### src/rtl/mem_access_unit.sv
// mem_access_unit
//   Sequential front end for external_memory. Accepts one load/store at a
//   time over start/ready/done, probes the access-fault check before any side
//   effect, issues exactly one enabled memory access, and returns size-masked,
//   optionally sign-extended read data with a fault code.
//
//   Optional feature macro: MEM_ACCESS_ALIGN_CHECK_EN
//     defined   -> misaligned half/word requests fault with type 10
//     undefined -> no alignment check, misaligned addresses go to memory as-is
//
// Ports
//   clk, reset                 clock, async active-high reset
//   start / ready / done       request handshake (done is a 1-cycle pulse)
//   is_write, op_size,
//   is_signed, addr,
//   write_data                 request fields, sampled when start & ready
//   read_data, fault,
//   fault_type                 response, valid only while done=1 (0 otherwise)
//   mem_enable, mem_is_write,
//   mem_op_size, mem_addr,
//   mem_in                     request to external_memory (0 in IDLE)
//   mem_out, mem_access_fault  combinational responses from external_memory
module mem_access_unit (
  input  logic        clk,
  input  logic        reset,
  input  logic        start,
  output logic        ready,
  input  logic        is_write,
  input  logic [1:0]  op_size,
  input  logic        is_signed,
  input  logic [31:0] addr,
  input  logic [31:0] write_data,
  output logic        done,
  output logic [31:0] read_data,
  output logic        fault,
  output logic [1:0]  fault_type,
  output logic        mem_enable,
  output logic        mem_is_write,
  output logic [1:0]  mem_op_size,
  output logic [31:0] mem_addr,
  output logic [31:0] mem_in,
  input  logic [31:0] mem_out,
  input  logic        mem_access_fault
);

  typedef enum logic [1:0] {IDLE, CHECK, ISSUE, RESP} state_t;

  state_t      r_state, w_next;
  logic        r_is_write, r_is_signed;
  logic [1:0]  r_op_size;
  logic [31:0] r_addr, r_wdata;
  logic [1:0]  r_fault_type;
  logic [31:0] r_rdata;

  logic [1:0]  w_fault_type;
  logic [31:0] w_wdata_masked;
  logic [31:0] w_load_data;
  logic        w_active;

  // Priority: invalid size, then misalignment (optional), then access fault.
`ifdef MEM_ACCESS_ALIGN_CHECK_EN
  logic w_misalign;
  assign w_misalign = (r_op_size == 2'b01 && r_addr[0]) ||
                      (r_op_size == 2'b10 && r_addr[1:0] != 2'b00);
  always_comb begin
    w_fault_type = 2'b00;
    if (r_op_size == 2'b11)  w_fault_type = 2'b11;
    else if (w_misalign)     w_fault_type = 2'b10;
    else if (mem_access_fault) w_fault_type = 2'b01;
  end
`else
  always_comb begin
    w_fault_type = 2'b00;
    if (r_op_size == 2'b11)  w_fault_type = 2'b11;
    else if (mem_access_fault) w_fault_type = 2'b01;
  end
`endif

  always_comb begin
    case (r_op_size)
      2'b00:   w_wdata_masked = {24'b0, r_wdata[7:0]};
      2'b01:   w_wdata_masked = {16'b0, r_wdata[15:0]};
      default: w_wdata_masked = r_wdata;
    endcase
  end

  always_comb begin
    case (r_op_size)
      2'b00:   w_load_data = r_is_signed ? {{24{mem_out[7]}}, mem_out[7:0]}
                                         : {24'b0, mem_out[7:0]};
      2'b01:   w_load_data = r_is_signed ? {{16{mem_out[15]}}, mem_out[15:0]}
                                         : {16'b0, mem_out[15:0]};
      default: w_load_data = mem_out;
    endcase
  end

  // State register
  always_ff @(posedge clk or posedge reset) begin
    if (reset) r_state <= IDLE;
    else       r_state <= w_next;
  end

  // Next state and handshake/enable outputs
  always_comb begin
    w_next     = r_state;
    ready      = 1'b0;
    done       = 1'b0;
    mem_enable = 1'b0;
    case (r_state)
      IDLE: begin
        ready = 1'b1;
        if (start) w_next = CHECK;
      end
      CHECK:   w_next = (w_fault_type != 2'b00) ? RESP : ISSUE;
      ISSUE: begin
        mem_enable = 1'b1;
        w_next     = RESP;
      end
      default: begin
        done   = 1'b1;
        w_next = IDLE;
      end
    endcase
  end

  // Request latch and response registers
  always_ff @(posedge clk or posedge reset) begin
    if (reset) begin
      r_is_write   <= 1'b0;
      r_is_signed  <= 1'b0;
      r_op_size    <= 2'b00;
      r_addr       <= 32'b0;
      r_wdata      <= 32'b0;
      r_fault_type <= 2'b00;
      r_rdata      <= 32'b0;
    end else begin
      case (r_state)
        IDLE: if (start) begin
          r_is_write  <= is_write;
          r_is_signed <= is_signed;
          r_op_size   <= op_size;
          r_addr      <= addr;
          r_wdata     <= write_data;
        end
        CHECK: begin
          r_fault_type <= w_fault_type;
          r_rdata      <= 32'b0;
        end
        ISSUE: r_rdata <= r_is_write ? 32'b0 : w_load_data;
        default: ;
      endcase
    end
  end

  assign w_active     = (r_state != IDLE);
  assign mem_is_write = w_active & r_is_write;
  assign mem_op_size  = w_active ? r_op_size : 2'b00;
  assign mem_addr     = w_active ? r_addr : 32'b0;
  assign mem_in       = w_active ? w_wdata_masked : 32'b0;

  assign fault_type = done ? r_fault_type : 2'b00;
  assign fault      = done & (r_fault_type != 2'b00);
  assign read_data  = done ? r_rdata : 32'b0;

endmodule
### config.mk
export PLATFORM = sky130hd
export DESIGN_NAME = mem_access_unit
export DESIGN_NICKNAME = d
export VERILOG_FILES = /design/src/rtl/mem_access_unit.sv
export SDC_FILE = /design/constraint.sdc
export NUM_CORES = 1
export LEC_CHECK = 0
export CAP_MARGIN = 20
export CORE_MARGIN = 4
export CORE_UTILIZATION = 43
export DETAILED_ROUTE_END_ITERATION = 12
export HOLD_SLACK_MARGIN = 0.12
export PLACE_DENSITY = 0.81
export SLEW_MARGIN = 20
export SYNTH_ARGS = -nofsm -noshare
export SYNTH_HDL_FRONTEND = slang
export SYNTH_SLANG_ARGS = --single-unit
### constraint.sdc
create_clock -name clk -period 3.8 [get_ports clk]
set_input_delay 0.57 -clock clk [delete_from_list [all_inputs] [get_ports clk]]
set_output_delay 0.57 -clock clk [all_outputs]
set_load 0.02 [all_outputs]
==> results.toml, run 1 <==
[status]
outcome = "completed"

[global_routing]
grt_pass1_wl_um = 20700
antenna_found_initial = 2
track_usage_pct = 19.9
grt_max_degree = 89
first_global_vias = 4093
grt_overflow_total = 0

[sta]
skew_ps = 3.06
fmax_ghz = 0.330
rsz0062_at_grt = "no"
hold_viol_final = 0
tns_ps = 0
drv_slew = 0
slew_headroom_pct = 31.4
period_share_pct = 79.9
timing_worst_slew_pin_value_ps = 1030
fin_crit_ps = 3030
setup_viol = 0

[power]
p_leak_nw = 3.21
total_power_w = 0.00627
peakVddDrop_mv = 0.517
p_per_area_nw_per_um2 = 854

[clock_network]
cts_max_level = 3
cts_hold_buf = 0
clk_latency_ps = 330
postCtsResizedCells = 0
numCtsBuffers = 9
clkTransAtPathRegs_ps = 60
cts_tree = "yes"
cts_max_path_buffers = 2
clkSinkCount = 104
cts_setup_buffers = 0
root_buffer = "clkbuf_16"

[final_layout]
n_antenna_cell = 0
final_nets = 730
design_area_um2 = 7350
drive_gt1_share_pct = 14.5
layout-area-overhead-vs-synth_pct = 48.9
fillerInstances = 890
final_cell_mix = "208 x clkdlybuf4s50_1, 104 x dfrtp_1, 50 x and2_1, 49 x mux2_2, 43 x nor2b_1"
final_common_cell = "clkdlybuf4s50_1"

[routing]
antenna_left = 0
firstDrtPassIters = 4
vias = 3772
finalWirelength_um = 13000
drc = 0
wire_per_inst_um = 17.0
via_per_inst = 4.92
drt_iter0_drc = 174

[synthesis]
syn_area_um2 = 4930
synth_top_area_cell = "dfrtp_1"
synth_seq_cells = 104
postSynthCellCount = 428
yosysSeqAreaShare_pct = 52.7
yosys_warnings = 0
ys_top_cells_by_area = "dfrtp_1 53%, mux2_2 11%, and2_1 6.3%"
synth_fp_nets = 536
syn_avg_cell_area_um2 = 11.5
post_synth_num_cell_types = 29
synth_top_cell_area_share_pct = 52.7

[place]
placed_area_um2 = 7070
portBuffers = 208
hpwl_um = 9450
gp_congestion = 0.730

[floorplanning]
fp.dieW_um = 115
die_area_um2 = 13300
coreArea_um2 = 11000
core.rowCount = 38
io-pin-count = 209
die_h_um = 115
start_util_pct = 44.7

[setup_path]
cp_max_fo = 23
critPathKind = "flop to primary output"
worstPathArrival_ps = 2460
cp-start-kind = "flop"
rr_startpoint = "r_state[0]"
cp.required_ps = 3230
r2r_slack_ps = 1540
crit_path_end_kind = "primary output"
crit_start = "r_op_size[1]"

[worst_hold_path]
hold_path.class = "flop to flop"
hold_start = "r_rdata[27]"

[job]
drv_cap = 0
## per-stage QoR
stage	std cells	setup WS [ps]	utilization [%]	hold WS (ps)
final	766	766	66.6	497
after global routing	766	566	66.6	512
after CTS	766	750	66.5	500
after detailed placement	751	1120	64.1	483
after global placement	751	1200	64.1	464
after floorplan	428	498	-	448
## report_power, final
group          internal, W  switching, W  leakage [nW]
Sequential         0.00165      0.000317          1.29
Clock             0.000478      0.000374         0.130
Combinational      0.00178       0.00167          1.79
## cells by family (layout without fill, tap and decap cells)
kind of cell             after synthesis  count (layout)  share of synthesized area, %
AO/OA/AOI/OAI                         32              32                          3.60
adder cells (fa/ha/maj)                4               4                          1.01
buffers and inverters                 52             250                          5.05
flip-flops                           104             104                          52.7
multiplexers                          69              69                          17.3
AND/OR/NAND/NOR                      167             167                          20.3
## cells in the mapped netlist
master    number
nand2_2        1
o311a_1        1
or2_1          1
buf_4          2
o31ai_1        1
o22ai_1        8
buf_6          4
and2_1        50
mux2_4        20
dfrtp_1      104
nand3_1       33
nor2_1         2
a21oi_1       10
nand3b_1       1
nand2b_1      16
nor4bb_1       1
or2_2          1
clkbuf_1      10
and3b_1        1
buf_1          1
buf_2         13
inv_1         22
nor2b_1       43
o21ai_0       12
nand2_1        8
ha_1           4
and3_1         8
mux2_2        49
nand4b_4       1
## critical path, stage by stage, from the launching register on
cell and delay (ps):
dfrtp_1 800, or2_1 480, and3_1 230, clkdlybuf4s50_1 610
## metal layers
layer	vias to the layer above	share of wire (%)	global-route usage, %
li1	1800	-	-
met1	1809	39	23.0
met2	139	49	33.2
met3	20	11	8.63
met4	4	1.4	6.57
met5	-	0.18	0
## sequential cells by signal, summed over array words and instances (netlist names)
name and flops:
r_addr 32, r_fault_type 2, r_is_signed 1, r_is_write 1, r_op_size 2, r_rdata 32
r_state 2, r_wdata 32
## final timing paths
check	to	depth (start not counted)
min in group asynchronous	r_addr[13]	2
min reg2reg	r_rdata[27]	2
max reg2reg	r_addr[5]	4
max	mem_in[8]	3
max in group asynchronous	r_addr[6]	3
min	r_rdata[27]	2
## area by class of cell
class | instances | area (um^2) | area share [%]
Clock buffer | 15 | 268 | 3.64
Inverter | 22 | 87.6 | 1.19
Multi-Input combinational cell | 272 | 2100 | 28.5
Sequential cell | 104 | 2600 | 35.4
Tap cell | 140 | 175 | 2.38
Timing Repair Buffer | 213 | 2120 | 28.8
(Power assumes the default switching activity.)
==> inputs of run 2 (changes only) <==
- CORE_UTILIZATION: 43 -> 39
- PLACE_DENSITY: 0.81 -> 0.77
- clock period: 3.8 -> 2.5 ns (I/O delays scaled with it)
==> run 2 against run 1 <==
  * Clock power up 100%
  * Non-clock buffer count up 8
  * Utilization down 4.5 points
  * Count of clock-buffer cells in the layout down 4
  * Sequential share of layout area down 1.1 points
  * Combinational power up 53%
  * Power up 58%
  * Setup slack worse by 730 ps
  * Clock skew about the same
  * First-iteration DRC count up 8.0%
==> results.toml, run 2 (synthesized netlist as in run 1, its figures left out) <==
[routing]
antenna_left = 0
finalWirelength_um = 13300
wire_per_inst_um = 16.5
firstDrtPassIters = 4
via_per_inst = 4.77
drc = 0
vias = 3828
drt_iter0_drc = 188

[floorplanning]
start_util_pct = 40.4
io-pin-count = 209
core.rowCount = 40
die_area_um2 = 14500
coreArea_um2 = 12200
fp.dieW_um = 120
die_h_um = 120

[setup_path]
rr_startpoint = "r_state[1]"
worstPathArrival_ps = 2090
reg2reg_depth = 6
cp_max_fo = 20
cp-start-kind = "flop"
reg2reg_to = "r_wdata[1]"
cp.required_ps = 2120
critPathKind = "flop to primary output"
crit_path_end_kind = "primary output"
r2r_slack_ps = 430
crit_start = "r_state[1]"

[global_routing]
busiest_layer = "met2"
grt_pass1_wl_um = 21400
use_met2_pct = 32.0
grt_use_met1_pct = 21.3
first_global_vias = 4213
grt_overflow_total = 0
track_usage_pct = 18.4
use_met3_pct = 6.31
grt_max_degree = 105
antenna_found_initial = 1

[sta]
fin_crit_ps = 2460
setup_viol = 0
period_share_pct = 98.5
drv_slew = 0
hold_slack_ps = 488
tns_ps = 0
rsz0062_at_grt = "yes"
skew_ps = 3.39
hold_viol_final = 0
slew_headroom_pct = 62.3
fmax_ghz = 0.406
timing_worst_slew_pin_value_ps = 565

[final_layout]
reg_top3 = "r_addr: 32 flops, r_rdata: 32 flops, r_wdata: 32 flops"
stdcell_count = 803
final_nets = 738
n_antenna_cell = 0
drive_gt1_share_pct = 16.2
final_cell_mix = "182 x clkdlybuf4s50_1, 104 x dfrtp_1, 50 x and2_1, 49 x mux2_2, 43 x nor2b_1"
fillerInstances = 1024
final_common_cell = "clkdlybuf4s50_1"
layout-area-overhead-vs-synth_pct = 53.7

[clock_network]
clkTransAtPathRegs_ps = 70
root_buffer = "clkbuf_16"
clkSinkCount = 104
cts_max_level = 3
numCtsBuffers = 9
cts_max_path_buffers = 2
clk_latency_ps = 330
cts_setup_buffers = 0
cts_tree = "yes"

[worst_hold_path]
hold_path.class = "flop to flop"
hold_depth = 2
hold_start = "r_rdata[16]"
hold_path_end = "r_rdata[16]"

[power]
p_leak_nw = 3.49
p_per_area_nw_per_um2 = 1310
peakVddDrop_mv = 0.679
total_power_w = 0.00993

[place]
gp_congestion = 0.753
dp_cells = 787
hpwl_um = 9810
portBuffers = 208

[status]
outcome = "completed"

[job]
drv_cap = 0
run 2: critical path, cell delays in order, from the launching register on:
cell,delay (ps)
dfrtp_1,400
inv_1,110
ha_2,290
buf_4,300
nor2b_1,80
clkdlybuf4s50_1,570
run 2: per-stage QoR:
stage	util [%]	setup slack, ps	cell area [um^2]
floorplan	-	472	4940
global placement	59.0	387	7210
detailed placement	59.0	329	7210
CTS	61.9	2.21	7560
global route	62.1	-78.7	7580
finish	62.1	38.0	7580
run 2: layer usage:
metal,part of all wire (%),routed length (um)
met4,1.8,235
met5,0.14,19
met2,50,6620
met3,8.9,1190
met1,39,5210
run 2: where the power goes:
| part | switching (W) | total, W | internal (W) | leakage, nW |
|---|---|---|---|---|
| clock network | 0.000598 | 0.00171 | 0.00111 | 0.176 |
| registers | 0.000421 | 0.00293 | 0.00251 | 1.29 |
| logic | 0.00262 | 0.00530 | 0.00268 | 2.03 |
| total | 0.00364 | 0.00993 | 0.00629 | 3.49 |
run 2: cell type report:
class,count,area (um^2),share of cell area (%)
Clock inverter,5,128,1.68
Sequential cell,104,2600,34.3
Inverter,22,86.3,1.14
Multi-Input combinational cell,272,2090,27.6
Timing Repair Buffer,221,2220,29.3
Clock buffer,11,243,3.20
Tap cell,168,210,2.77
run 2: worst max-delay path by stage:
stage                   endpoint  slack, ps  cells after the start
global placement      mem_in[20]        390                      6
global route        mem_addr[31]        -80                      5
floorplan             mem_in[22]        470                      6
finish              mem_addr[16]         40                      5
detailed placement    mem_in[25]        330                      6
CTS                 mem_addr[16]          2                      5
run 2: what timing repair did:
| action | CTS | global route |
|---|---|---|
| endpoints found under the hold margin | 0 | 0 |
| hold buffers | 0 | 0 |
| endpoints found under the setup margin | 18 | 42 |
| resized for setup | 17 | 10 |
==> inputs of run 3 (changes only) <==
- CORE_MARGIN: 4 -> not set
==> run 3 against run 2 <==
  * Sequential share of layout area decreased by 0.096 points
  * Sequential power barely moved
  * Clock skew up 5.9 ps
  * Critical path type unchanged
  * Critical endpoint is now mem_in[10]
  * Largest power group unchanged
  * Highest routed layer is now met4
==> results.toml, run 3 (synthesized netlist as in run 1, its figures left out) <==
[status]
outcome = "completed"

[worst_hold_path]
hold_path.class = "primary input to async pin"

[setup_path]
crit_start = "r_state[0]"
critPathMaxStageDelay_ps = 530
cp-start-kind = "flop"
worstSetupEndpoint = "mem_in[10]"
critical_path.top_delay_family = "buffers and inverters"
cp.required_ps = 2120
crit_path_top_delay_cell = "clkdlybuf4s50_1"
rr_startpoint = "r_state[0]"
crit_cells = 5
reg2reg_depth = 6
reg2reg_to = "r_rdata[16]"
critPathKind = "flop to primary output"
crit_path_end_kind = "primary output"
r2r_slack_ps = 690
worstPathArrival_ps = 2040
crit_chain = "inv_1 > ha_4 > clkinvlp_4 > and3_1 > clkdlybuf4s50_1"
cp_max_fo = 7
critPathBufInv = 3

[global_routing]
antenna_found_initial = 0
grt_overflow_total = 0
grt_max_degree = 35
track_usage_pct = 20.2
grt_pass1_wl_um = 20300
first_global_vias = 4023

[floorplanning]
die_area_um2 = 13100
core.rowCount = 40
die_h_um = 114
fp.dieW_um = 114
io-pin-count = 209
coreArea_um2 = 12200
start_util_pct = 40.6

[final_layout]
reg_top3 = "r_addr: 32 flops, r_rdata: 32 flops, r_wdata: 32 flops"
n_antenna_cell = 0
final_nets = 740
stdcell_count = 804
drive_gt1_share_pct = 16.7
final_common_cell = "clkdlybuf4s50_1"
layout-area-overhead-vs-synth_pct = 54.1
final_cell_mix = "160 x clkdlybuf4s50_1, 104 x dfrtp_1, 50 x and2_1, 49 x mux2_2, 43 x nor2b_1"

[sta]
period_share_pct = 96.8
hold_viol_final = 0
setup_viol = 0
tns_ps = 0
fin_crit_ps = 2420
slew_headroom_pct = 52.2
skew_ps = 9.24
timing_worst_slew_pin_value_ps = 716
drv_slew = 0
fmax_ghz = 0.413

[clock_network]
numCtsBuffers = 9
clk_latency_ps = 350
cts_max_path_buffers = 2
cts_max_level = 3
clkSinkCount = 104
clkTransAtPathRegs_ps = 70
root_buffer = "clkbuf_16"
cts_tree = "yes"

[routing]
topRoutingLayerUsed = "met4"
firstDrtPassIters = 4
vias = 3877
wl_met1_um = 5190
drt_iter0_drc = 174
dr_wl_met3_um = 858
finalWirelength_um = 12900
via_per_inst = 4.82
drc = 0
met2_length_um = 6540
wire_per_inst_um = 16.1
antenna_left = 0

[place]
hpwl_um = 9280
gp_congestion = 0.782
portBuffers = 208
dp_cells = 788

[power]
p_leak_nw = 3.74
power_frac_clock_pct = 13.8
swShare_pct = 38.1
pwr-share-comb_pct = 55.3
p_per_area_nw_per_um2 = 1260
switchingPower_w = 0.00364
peakVddDrop_mv = 0.696
p_int_w = 0.00591
p_seq_share_pct = 30.9

[job]
drv_cap = 0
==> run 3: changes by cell type in the layout (fill, tap and decap cells not counted), moves of 3 or more <==
cell	before	now
clkdlybuf4s50_1	182	160
dlymetal6s2s_1	10	29
bufinv_16	4	0
buf_12	3	6
buf_4	10	7
==> run 3: cell type report <==
| cell class | count | area (um^2) |
|---|---|---|
| Timing Repair inverter | 1 | 7.51 |
| Fill cell | 970 | 4560 |
| Sequential cell | 104 | 2600 |
| Multi-Input combinational cell | 272 | 2100 |
| Tap cell | 168 | 210 |
| Inverter | 22 | 90.1 |
| Clock buffer | 12 | 256 |
| Timing Repair Buffer | 222 | 2320 |
| Clock inverter | 3 | 17.5 |
==> run 3: worst min-delay path by stage <==
stage                      from          end  slack [ps]
floorplan           r_rdata[16]  r_rdata[16]         450
global placement    r_rdata[16]  r_rdata[16]         470
detailed placement    r_addr[0]    r_addr[0]         480
CTS                       reset    r_addr[1]         490
global route         r_wdata[5]   r_wdata[5]         510
finish                    reset    r_addr[1]         480
==> run 3: power by group through the flow <==
stage	logic (W)	clock network [W]	registers, W
2_1_floorplan	0.00332	0	0.00280
3_3_place_gp	0.00528	0	0.00293
3_5_place_dp	0.00541	0	0.00297
4_1_cts	0.00539	0.00135	0.00295
5_1_grt	0.00567	0.00143	0.00304
6_report	0.00528	0.00132	0.00295
==> run 3: routing by layer <==
layer / vias up / GRT usage, %
met5: - / 0
met4: 0 / 9.44
met3: 24 / 5.40
met2: 150 / 34.9
met1: 1890 / 23.3
li1: 1813 / -
==> run 3: worst reg2reg max path, cell delays in order, from the launching register on <==
cell and delay [ps]:
dfrtp_1 430, inv_1 140, ha_1 240, and3b_1 180
buf_4 290, nand4b_4 290, nand3_1 170
==> run 3: per-stage QoR <==
step / cell area, um^2 / util [%] / total power, W / hold WS (ps) / setup slack [ps]
after floorplan: 4940 / - / 0.00612 / 448 / 472
after global placement: 7240 / 59.5 / 0.00821 / 469 / 329
after detailed placement: 7240 / 59.5 / 0.00837 / 485 / 271
after CTS: 7520 / 61.8 / 0.00969 / 492 / 1.56
after global routing: 7600 / 62.5 / 0.0101 / 509 / -10.2
final: 7600 / 62.5 / 0.00955 / 476 / 80.8
==> run 3: repair_timing <==
item	in CTS	in global routing
gates resized for setup	25	33
hold buffers	0	0
setup endpoints to repair	88	69
endpoints found under the hold margin	0	0
buffers inserted	0	0
pin swaps	0	1
cloned	1	0
